[src/rtl/pipelined_adder_if.sv]
// Handshake and data bundle for pipelined_adder; the overflow wire exists only with PIPE_ADDER_OVF_EN.
interface pipelined_adder_if #(
    parameter int WIDTH = 32
);
    logic             in_valid;
    logic             in_ready;
    logic [WIDTH-1:0] a;
    logic [WIDTH-1:0] b;
    logic             carry_in;
    logic             out_valid;
    logic             out_ready;
    logic [WIDTH-1:0] sum;
    logic             carry_out;
`ifdef PIPE_ADDER_OVF_EN
    logic             overflow;

    modport master (
        output in_valid, a, b, carry_in, out_ready,
        input  in_ready, out_valid, sum, carry_out, overflow
    );
    modport slave (
        input  in_valid, a, b, carry_in, out_ready,
        output in_ready, out_valid, sum, carry_out, overflow
    );
`else
    modport master (
        output in_valid, a, b, carry_in, out_ready,
        input  in_ready, out_valid, sum, carry_out
    );
    modport slave (
        input  in_valid, a, b, carry_in, out_ready,
        output in_ready, out_valid, sum, carry_out
    );
`endif
endinterface

[src/rtl/pipelined_adder.sv]
// Pipelined ripple-carry adder: {carry_out, sum} = a + b + carry_in in STAGES slices; signed overflow with PIPE_ADDER_OVF_EN.
// Latency STAGES cycles, one result per cycle, bubbles advance like data.
// Backpressure: one enable (!out_valid || out_ready) freezes every stage; in_ready is that enable.
module pipelined_adder #(
    parameter int WIDTH  = 32,
    parameter int STAGES = 4
) (
    input  logic             clk,
    input  logic             rst,
    pipelined_adder_if.slave bus
);
    localparam int SLICE = WIDTH / STAGES;

    if (WIDTH % STAGES != 0) begin : g_bad_split
        $error("pipelined_adder: WIDTH must be a multiple of STAGES");
    end

    // Element k is the register at the output of stage k.
    logic             vld_q  [STAGES];
    logic             cout_q [STAGES];
    logic [WIDTH-1:0] a_q    [STAGES];
    logic [WIDTH-1:0] b_q    [STAGES];
    logic [WIDTH-1:0] sum_q  [STAGES];
    logic             en;
`ifdef PIPE_ADDER_OVF_EN
    logic             ovf_q;
`endif

    assign en           = !vld_q[STAGES-1] || bus.out_ready;
    assign bus.in_ready = en;

    for (genvar k = 0; k < STAGES; k++) begin : g_stage
        logic             vld_s;
        logic             cin_s;
        logic [WIDTH-1:0] a_s;
        logic [WIDTH-1:0] b_s;
        logic [WIDTH-1:0] sum_s;
        logic [WIDTH-1:0] sum_n;
        logic [SLICE-1:0] s_slice;
        logic [SLICE:0]   c;

        if (k == 0) begin : g_head
            assign vld_s = bus.in_valid;
            assign cin_s = bus.carry_in;
            assign a_s   = bus.a;
            assign b_s   = bus.b;
            assign sum_s = '0;
        end else begin : g_body
            assign vld_s = vld_q[k-1];
            assign cin_s = cout_q[k-1];
            assign a_s   = a_q[k-1];
            assign b_s   = b_q[k-1];
            assign sum_s = sum_q[k-1];
        end

        assign c[0] = cin_s;
        for (genvar i = 0; i < SLICE; i++) begin : g_fa
            localparam int J = k * SLICE + i;
            assign s_slice[i] = a_s[J] ^ b_s[J] ^ c[i];
            assign c[i+1]     = (a_s[J] & b_s[J]) | (c[i] & (a_s[J] ^ b_s[J]));
        end

        // Lower finished slices ride along; this stage drops its own slice in.
        always_comb begin
            sum_n                   = sum_s;
            sum_n[k*SLICE +: SLICE] = s_slice;
        end

        always_ff @(posedge clk or posedge rst) begin
            if (rst) begin
                vld_q[k]  <= 1'b0;
                cout_q[k] <= 1'b0;
                a_q[k]    <= '0;
                b_q[k]    <= '0;
                sum_q[k]  <= '0;
            end else if (en) begin
                vld_q[k]  <= vld_s;
                cout_q[k] <= c[SLICE];
                a_q[k]    <= a_s;
                b_q[k]    <= b_s;
                sum_q[k]  <= sum_n;
            end
        end

`ifdef PIPE_ADDER_OVF_EN
        if (k == STAGES - 1) begin : g_ovf
            // c[SLICE-1] is the carry into the MSB of the whole word.
            always_ff @(posedge clk or posedge rst) begin
                if (rst) begin
                    ovf_q <= 1'b0;
                end else if (en) begin
                    ovf_q <= c[SLICE-1] ^ c[SLICE];
                end
            end
        end
`endif
    end

    assign bus.out_valid = vld_q[STAGES-1];
    assign bus.sum       = sum_q[STAGES-1];
    assign bus.carry_out = cout_q[STAGES-1];
`ifdef PIPE_ADDER_OVF_EN
    assign bus.overflow  = ovf_q;
`endif

endmodule

[src/flat_wrapper.sv]
// flat-port wrapper written by rule: the top's interface ports become plain ports
module pipelined_adder_flat 
#(
    parameter int WIDTH  = 32,
    parameter int STAGES = 4
)
  (clk, rst, bus_in_valid, bus_a, bus_b, bus_carry_in, bus_out_ready, bus_in_ready, bus_out_valid, bus_sum, bus_carry_out);
  pipelined_adder_if #(.WIDTH(WIDTH)) bus_i ();
  input  logic clk;
  input  logic rst;
  input wire logic [$bits(bus_i.in_valid)-1:0] bus_in_valid;
  input wire logic [$bits(bus_i.a)-1:0] bus_a;
  input wire logic [$bits(bus_i.b)-1:0] bus_b;
  input wire logic [$bits(bus_i.carry_in)-1:0] bus_carry_in;
  input wire logic [$bits(bus_i.out_ready)-1:0] bus_out_ready;
  output wire logic [$bits(bus_i.in_ready)-1:0] bus_in_ready;
  output wire logic [$bits(bus_i.out_valid)-1:0] bus_out_valid;
  output wire logic [$bits(bus_i.sum)-1:0] bus_sum;
  output wire logic [$bits(bus_i.carry_out)-1:0] bus_carry_out;
  assign bus_i.in_valid = bus_in_valid;
  assign bus_i.a = bus_a;
  assign bus_i.b = bus_b;
  assign bus_i.carry_in = bus_carry_in;
  assign bus_i.out_ready = bus_out_ready;
  assign bus_in_ready = bus_i.in_ready;
  assign bus_out_valid = bus_i.out_valid;
  assign bus_sum = bus_i.sum;
  assign bus_carry_out = bus_i.carry_out;
  pipelined_adder #(.WIDTH(WIDTH), .STAGES(STAGES)) u_core (.clk(clk), .rst(rst), .bus(bus_i));
endmodule
[config.mk]
export PLATFORM = sky130hd
export DESIGN_NAME = pipelined_adder_flat
export DESIGN_NICKNAME = d
export VERILOG_FILES = /design/src/rtl/pipelined_adder_if.sv /design/src/rtl/pipelined_adder.sv /design/src/flat_wrapper.sv
export SDC_FILE = /design/constraint.sdc
export NUM_CORES = 1
export LEC_CHECK = 0
export CAP_MARGIN = 40
export CORE_ASPECT_RATIO = 0.7
export CORE_MARGIN = 8
export CORE_UTILIZATION = 45
export CTS_CLUSTER_DIAMETER = 120
export DETAILED_ROUTE_END_ITERATION = 16
export DONT_BUFFER_PORTS = 1
export SYNTH_ARGS = -nofsm -noshare
export SYNTH_HDL_FRONTEND = slang
export SYNTH_SLANG_ARGS = --single-unit
[constraint.sdc]
create_clock -name clk -period 7.65 [get_ports clk]
set_input_delay 1.53 -clock clk [delete_from_list [all_inputs] [get_ports clk]]
set_output_delay 1.53 -clock clk [all_outputs]
set_load 0.01 [all_outputs]
Yosys cells after proc, flatten, opt, wreduce, memory -nomap -nowiden. Index checks and enable logic that the tools add are counted.

Register bits after elaboration: 280. Input port bits: 69. Output and inout bits: 35. Logic and storage cells: 180.

Bitwise operators: 160. Reductions and logical operators: 2.

Operators with widths (count): 1-bit AND (64); 1-bit bitwise XOR (64); 1-bit OR (32); 1-bit logical NOT (1); 1-bit logical OR (1).

Logic depth before layout (Yosys ltp).
Depth in word-level cells: 17. Depth in mapped cells: 12. Mapped depth without buffers: 12.

Worst setup path before layout. No wires, ideal clock.

Path type: input to register. From: in bus_carry_in. To: reg u_core.sum_q, in the netlist u_core.g_stage[1].sum_s[7]. Library setup time: 0.077 ns. Arrival: 4.618 ns. Data required time: 7.573 ns. Slack: 2.954 ns. Stages on the path: 12. Path buffers: 0. Cells stage by stage: fa_1 inv_1 fa_1 inv_1 fa_1 fa_1 fa_1 fa_1 fa_1 inv_1 fa_1 a21oi_1.

Longest elaborated chain between the ends: 15.

RTL lines: from (decl) (RTL line flat_wrapper.sv:14) `input wire logic [$bits(bus_i.carry_in)-1:0] bus_carry_in;`; 1-bit AND (RTL line pipelined_adder.sv:60) `assign c[i+1] = (a_s[J] & b_s[J]) | (c[i] & (a_s[J] ^ b_s[J]));`; 1-bit OR (RTL line pipelined_adder.sv:60); 1-bit AND (RTL line pipelined_adder.sv:60); 1-bit OR (RTL line pipelined_adder.sv:60); 1-bit AND (RTL line pipelined_adder.sv:60); 1-bit OR (RTL line pipelined_adder.sv:60); 1-bit AND (RTL line pipelined_adder.sv:60); 1-bit OR (RTL line pipelined_adder.sv:60); 1-bit AND (RTL line pipelined_adder.sv:60); 1-bit OR (RTL line pipelined_adder.sv:60); 1-bit AND (RTL line pipelined_adder.sv:60); 1-bit OR (RTL line pipelined_adder.sv:60); 1-bit AND (RTL line pipelined_adder.sv:60); 1-bit OR (RTL line pipelined_adder.sv:60); 1-bit bitwise XOR (RTL line pipelined_adder.sv:59) `assign s_slice[i] = a_s[J] ^ b_s[J] ^ c[i];`; to (signal, indexed assignment) (RTL line pipelined_adder.sv:81) `sum_q[k] <= sum_n;`; to (decl) (RTL line pipelined_adder.sv:23) `logic [WIDTH-1:0] sum_q [STAGES];`.

Every way passes these cells. A chain may end at the register's enable or synchronous reset.

Worst setup path after layout. Same ends and word-level chain as after synthesis.

==> results.md <==
- Initial antenna violation count: 1
- Setup slack, reg-to-reg: 3.46 ns
- Cts hold-fix bufs: 0
- Sequential area share after synthesis: 56.3%
- Slew headroom: 50.0%
- Post-cts resize count: 0
- CTS sink cnt: 184
- Area Growth Syn to Fin: 10.1%
- Final period util: 58.0%
- Post-CTS setup buffer count: 0
- Hold crit path type: flop to flop
- Layout Cell Area excl Fill: 9000 sq um
- Worst Max-Slew Pin Slew: 0.751 ns
- Clock-pin slew on the worst setup and hold paths: 0.06 ns
- Ant. Diodes: 0
- Initial DRC count: 219
- Clock Latency Late Sink: 0.42 ns
- Post-route setup slack: 3.22 ns
- Most common cell after layout, fill and taps aside: dfrtp_1
- CORE AREA: 17,900 sq um
- DR vias/cell: 4.89
- Worst-path fanout max: 1
- Final Hold Fails: 0
- Max-slew violation count: 0
- RSZ-0062 raised after global routing: no
- Multiplexer share of the synthesized area: 30.2%
- Yosys warns: 0
- Synth Area in Compound Gates: 0.612%
- Number of global-route vias before repair: 3,925
- Post-synthesis xor/xnor area fraction: 0%
- P per Cell Area: 437 nW/um^2
- FF-to-FF path depth: 12
- Ports: 104
- Synthesized instance count: 463
- DRT antenna net count: 0
- Initial Util: 45.7%
- Syn nets: 564
- Area occupied by multi-input gates: 3260 sq um
- Via count: 3,503
- Post-Place Cell Area: 8390 sq um
- Routability cong.: 0.735
- Hold path startpoint: u_core.g_stage[3].vld_s
- Final Routed Wirelength: 13,300 um
- TritonCTS clock tree: yes
- DR WL/cell: 18.6 um
- Hold Path Sink: u_core.bus.out_valid
- Largest net degree at the start of global routing: 107
- Htree depth: 4
- Die height: 129 um
- Period minus WS final: 4.43 ns
- Hold Path Depth: 1
- Setup TNS: 0 ns
- First-pass GRT wire length: 22,200 um
- Cell Area, Synth: 8180 sq um
- Share of layout cells above drive strength 1: 44.2%
- Number of CTS-inserted buffers: 17
- RR Startpoint: u_core.g_stage[2].b_s[16]
- MaxCap Viol Count: 0
- Post-synthesis adder-cell area fraction: 7.84%
- Total iterations of the first detailed-routing run: 4
- Rows: 41
- Commonest non-fill, non-tap cells in the layout: dfrtp_1, mux2_4, fa_1
- Fillers: 1,482
- Total GRT Usage: 12.5%
- IO buf count: 0
- Setup WS pre-CTS: 2.78 ns
- Status: finished, final reports clean
- Simple logic cell fraction of the synthesized area: 1.07%
- # setup viols final: 0
- Critical path arrival: 4.78 ns
- Main combinational cell family by area after synthesis: multiplexers
- P_leak: 4.27 nW
- Flops & latches, synth: 184
- Kind of start point of the critical path: input pin
- CP Data Required Time: 7.99 ns
- Number of library cell types mapped by synthesis: 12
- Detailed placement HPWL: 8870 um
- Crit end category: flop
- R2R Path End: u_core.g_stage[3].sum_s[23]
- Largest buffer count on any clock path: 2
- Max Fclk: 226 MHz
- Peak VDD IR: 0.221 mV
- Clock skew: 0.00964 ns
- Post-Syn Area per Cell: 17.7 sq um
- Setup CP Type: input pin to flop
- Die Wd: 177 um
- Gr ovfl total: 0
- DRC: 0
- Register area: 4600 sq um
- Die ar.: 22,800 sq um
- CTS root buffer: clkbuf_16
- Nets: 568
-- critical path: stages --
cell and delay [ns]:
fa_1 0.40, inv_1 0.08, fa_1 0.16, inv_1 0.05
fa_1 0.40, fa_1 0.40, fa_1 0.39, fa_1 0.40
fa_1 0.37, inv_1 0.07, fa_1 0.41, a21oi_1 0.13
-- sequential cells by signal, summed over array words and instances (netlist names) --
signal	flops
u_core.g_stage.sum_s	48
u_core.bus.sum	32
u_core.g_stage.cin_s	3
u_core.g_stage.b_s	48
u_core.g_stage.a_s	48
u_core.bus.out_valid	1
u_core.bus.carry_out	1
u_core.g_stage.vld_s	3
-- metrics by stage --
stage	util, %	power [mW]	std cells	hold WS [ns]
2_1_floorplan	-	2.82	463	0.435
3_3_place_gp	46.4	3.01	681	0.458
3_5_place_dp	46.9	3.07	684	0.458
4_1_cts	50.3	4.00	716	0.476
5_1_grt	50.3	4.20	716	0.504
6_report	50.3	3.93	716	0.476
-- cell type report --
| class | instances | share of cell area [%] |
|---|---|---|
| flip-flops and latches | 184 | 51.2 |
| multi-input cells | 227 | 36.2 |
| clock buffers | 19 | 4.92 |
| well taps | 236 | 3.28 |
| clock inverters | 13 | 1.83 |
| repair buffers | 8 | 1.33 |
| inverters | 29 | 1.29 |
-- worst max path at each step --
| stage | from | to | slack [ns] | depth (start not counted) |
|---|---|---|---|---|
| after floorplan | rst | u_core.bus.carry_out | 1.12 | 1 |
| after global placement | bus_carry_in | u_core.g_stage[1].sum_s[7] | 2.81 | 12 |
| final | bus_carry_in | u_core.g_stage[1].sum_s[7] | 3.22 | 12 |
| after global routing | bus_carry_in | u_core.g_stage[1].sum_s[7] | 3.13 | 12 |
| after CTS | bus_carry_in | u_core.g_stage[1].sum_s[7] | 3.23 | 12 |
| after detailed placement | bus_carry_in | u_core.g_stage[1].sum_s[7] | 2.78 | 12 |
-- cell usage after synthesis --
cell | instances | share of area [%]
inv_1 | 29 | 1.3
buf_2 | 5 | 0.31
mux2_4 | 140 | 26
a21oi_1 | 10 | 0.61
buf_6 | 16 | 2.2
fa_1 | 32 | 7.8
nand2b_1 | 2 | 0.15
dfrtp_1 | 184 | 56
nor3b_1 | 10 | 0.92
clkbuf_1 | 2 | 0.092
mux2_2 | 31 | 4.3
mux2i_1 | 2 | 0.24
-- where the power goes --
group          switching, mW  internal, mW  total, mW  leakage [nW]
Sequential             0.324          1.40       1.73          2.13
Clock                  0.398         0.503      0.900         0.293
Combinational          0.445         0.858       1.30          1.85
Total                   1.17          2.76       3.93          4.27
-- cells by family (layout without fill, tap and decap cells) --
| logic type | after synthesis | count (layout) |
|---|---|---|
| muxes | 173 | 173 |
| AOI/OAI and AO/OA | 10 | 10 |
| DFF | 184 | 184 |
| and+or+nand+nor | 12 | 12 |
| buffers and inverters | 52 | 69 |
| adders and majority gates | 32 | 32 |
-- metal layers --
metal	global-route usage (%)	vias to the layer above	part of all wire, %
met2	17.4	71	43
met5	0	-	0.090
met4	5.03	2	1.1
met1	17.5	1842	49
li1	-	1574	-
met3	4.30	14	6.8
No activity file was read; power rests on OpenSTA's default activity.
==> patch (same flow settings) <==
`WIDTH` is set to 32 in 3 places; all go to 48.
--- a/src/rtl/pipelined_adder_if.sv
+++ b/src/rtl/pipelined_adder_if.sv
@@ -2,3 +2,3 @@
 interface pipelined_adder_if #(
-    parameter int WIDTH = 32
+    parameter int WIDTH = 48
 );
--- a/src/rtl/pipelined_adder.sv
+++ b/src/rtl/pipelined_adder.sv
@@ -4,3 +4,3 @@
 module pipelined_adder #(
-    parameter int WIDTH  = 32,
+    parameter int WIDTH  = 48,
     parameter int STAGES = 4
--- a/src/flat_wrapper.sv
+++ b/src/flat_wrapper.sv
@@ -3,3 +3,3 @@
 #(
-    parameter int WIDTH  = 32,
+    parameter int WIDTH  = 48,
     parameter int STAGES = 4
Ports: changed (resized bus_a, bus_b and bus_sum); port bits go from 104 to 152. No check against the original RTL was run, so the function may have changed too.
==> patch against the original RTL <==
Worst setup slack worse by 1.7 ns; synthesized area is 52% higher; count of clock-buffer cells in the layout is 22 higher; clock power is 47% higher; sequential cell count is 88 higher; total power is 52% higher; wire length is 56% higher; cell area is 49% higher.
==> patch: results (changes against the original RTL) <==
| Metric | Value |
|---|---|
| Run status | `finished, final reports clean (unchanged)` |
| Depth of the worst register-to-register path | `16 (was 12)` |
| Total Die Area | `0.0332 mm^2 (was 0.0228 mm^2)` |
| Skew final | `0.0128 ns (was 0.00964 ns)` |
| Pleak | `0.00644 uW (was 0.00427 uW)` |
| Netlist cell types | `15 (was 12)` |
| Worst R2R Setup Slack | `1.51 ns (was 3.46 ns)` |
| CTS Buf Count | `28 (was 17)` |
| Clock buffer depth | `3 (was 2)` |
| Worst Setup SP | `u_core.g_stage[3].b_s[36] (was bus_carry_in)` |
| Wire per inst | `19.8 um (was 18.6 um)` |
| Layout cells sized above 1 | `0.456 (was 0.442)` |
| Number of global-route vias before repair | `5894 (was 3925)` |
| CTS H-tree lvls | `1 (was 4)` |
| Worst endpoint data arrival time | `6.59 ns (was 4.78 ns)` |
| Clock latency on the worst-skew pair | `0.54 ns (was 0.42 ns)` |
| DRT iter0 DRCs | `226 (was 219)` |
| Synth Area in Compound Gates | `0.00676 (was 0.00612)` |
| Sequential share of the synthesized area | `0.549 (was 0.563)` |
| Least-Margin Pin Slew | `0.857 ns (was 0.751 ns)` |
| Worst-path maximum fanout | `2 (was 1)` |
| Area contributors post-synth | `dfrtp_1 (55%), mux2_4 (31%), fa_1 (7.8%) (was dfrtp_1 (56%), mux2_4 (26%), fa_1 (7.8%))` |
| Synth Net Count | `813 (was 564)` |
| First-pass GRT wire length | `34500 um (was 22200 um)` |
| Reg clk slew, reported paths | `0.06 ns (about the same)` |
| Filler Cells Inserted | `2178 (was 1482)` |
| Final non-filler cell total | `1053 (was 716)` |
| Crit Reg-Reg Startpoint | `u_core.g_stage[3].b_s[36] (was u_core.g_stage[2].b_s[16])` |
| DR vias/cell | `4.86 (was 4.89)` |
| Adder-cell share of the synthesized area | `0.0775 (was 0.0784)` |
| Overall Global Routing Usage | `0.127 (was 0.125)` |
| Mapped Cells | `664 (was 463)` |
| Global placement routability congestion | `0.729 (was 0.735)` |
-- patch: cell count changes after synthesis, sizes merged --
cell	change
mux2	+88
buf	+9
fa	+16
dfrtp	+88
-- patch: cells by family (layout without fill, tap and decap cells) --
group,Yosys count,count (layout)
AOI/OAI and AO/OA,10,10
adders and majority gates,48,48
buffers and inverters,61,86
DFF,272,272
muxes,261,261
and+or+nand+nor,12,12
-- patch: stage by stage --
stage	area, um^2	worst slack (ns)	hold slack [ns]	util	total power (uW)
final	13400	1.51	0.473	0.498	5990
after global routing	13400	1.27	0.514	0.498	6400
after CTS	13400	1.44	0.481	0.498	6100
after detailed placement	12500	1.14	0.454	0.465	4720
after global placement	12500	1.18	0.451	0.464	4640
after floorplan	12400	1.43	0.435	-	4370
-- patch: worst paths after layout --
kind | to
hold reg to reg | u_core.bus.out_valid
hold / removal | u_core.bus.out_valid
max in group asynchronous | u_core.g_stage[1].b_s[13]
min in group asynchronous | u_core.g_stage[1].a_s[29]
setup reg to reg | u_core.bus.sum[47]
setup / recovery | u_core.bus.sum[47]
-- patch: final cells by class --
class	count	area, um^2	share of cell area
inverters	29	113	0.00841
multi-input cells	331	5030	0.376
well taps	364	455	0.0340
clock inverters	8	90.1	0.00672
clock buffers	41	801	0.0598
repair buffers	8	97.6	0.00728
flip-flops and latches	272	6810	0.508
-- patch: power by group --
part           leakage (uW)  total (uW)  internal (uW)  switching, uW
Sequential          0.00316        2600           2080            522
Clock              0.000441        1320            788            537
Combinational       0.00284        2070           1390            679
-- patch: metal layers --
layer	vias up	part of all wire	GRT usage
met5	-	0	0
met2	104	0.44	0.186
met3	27	0.071	0.0473
met4	0	0.014	0.0244
met1	2712	0.48	0.180
li1	2276	-	-
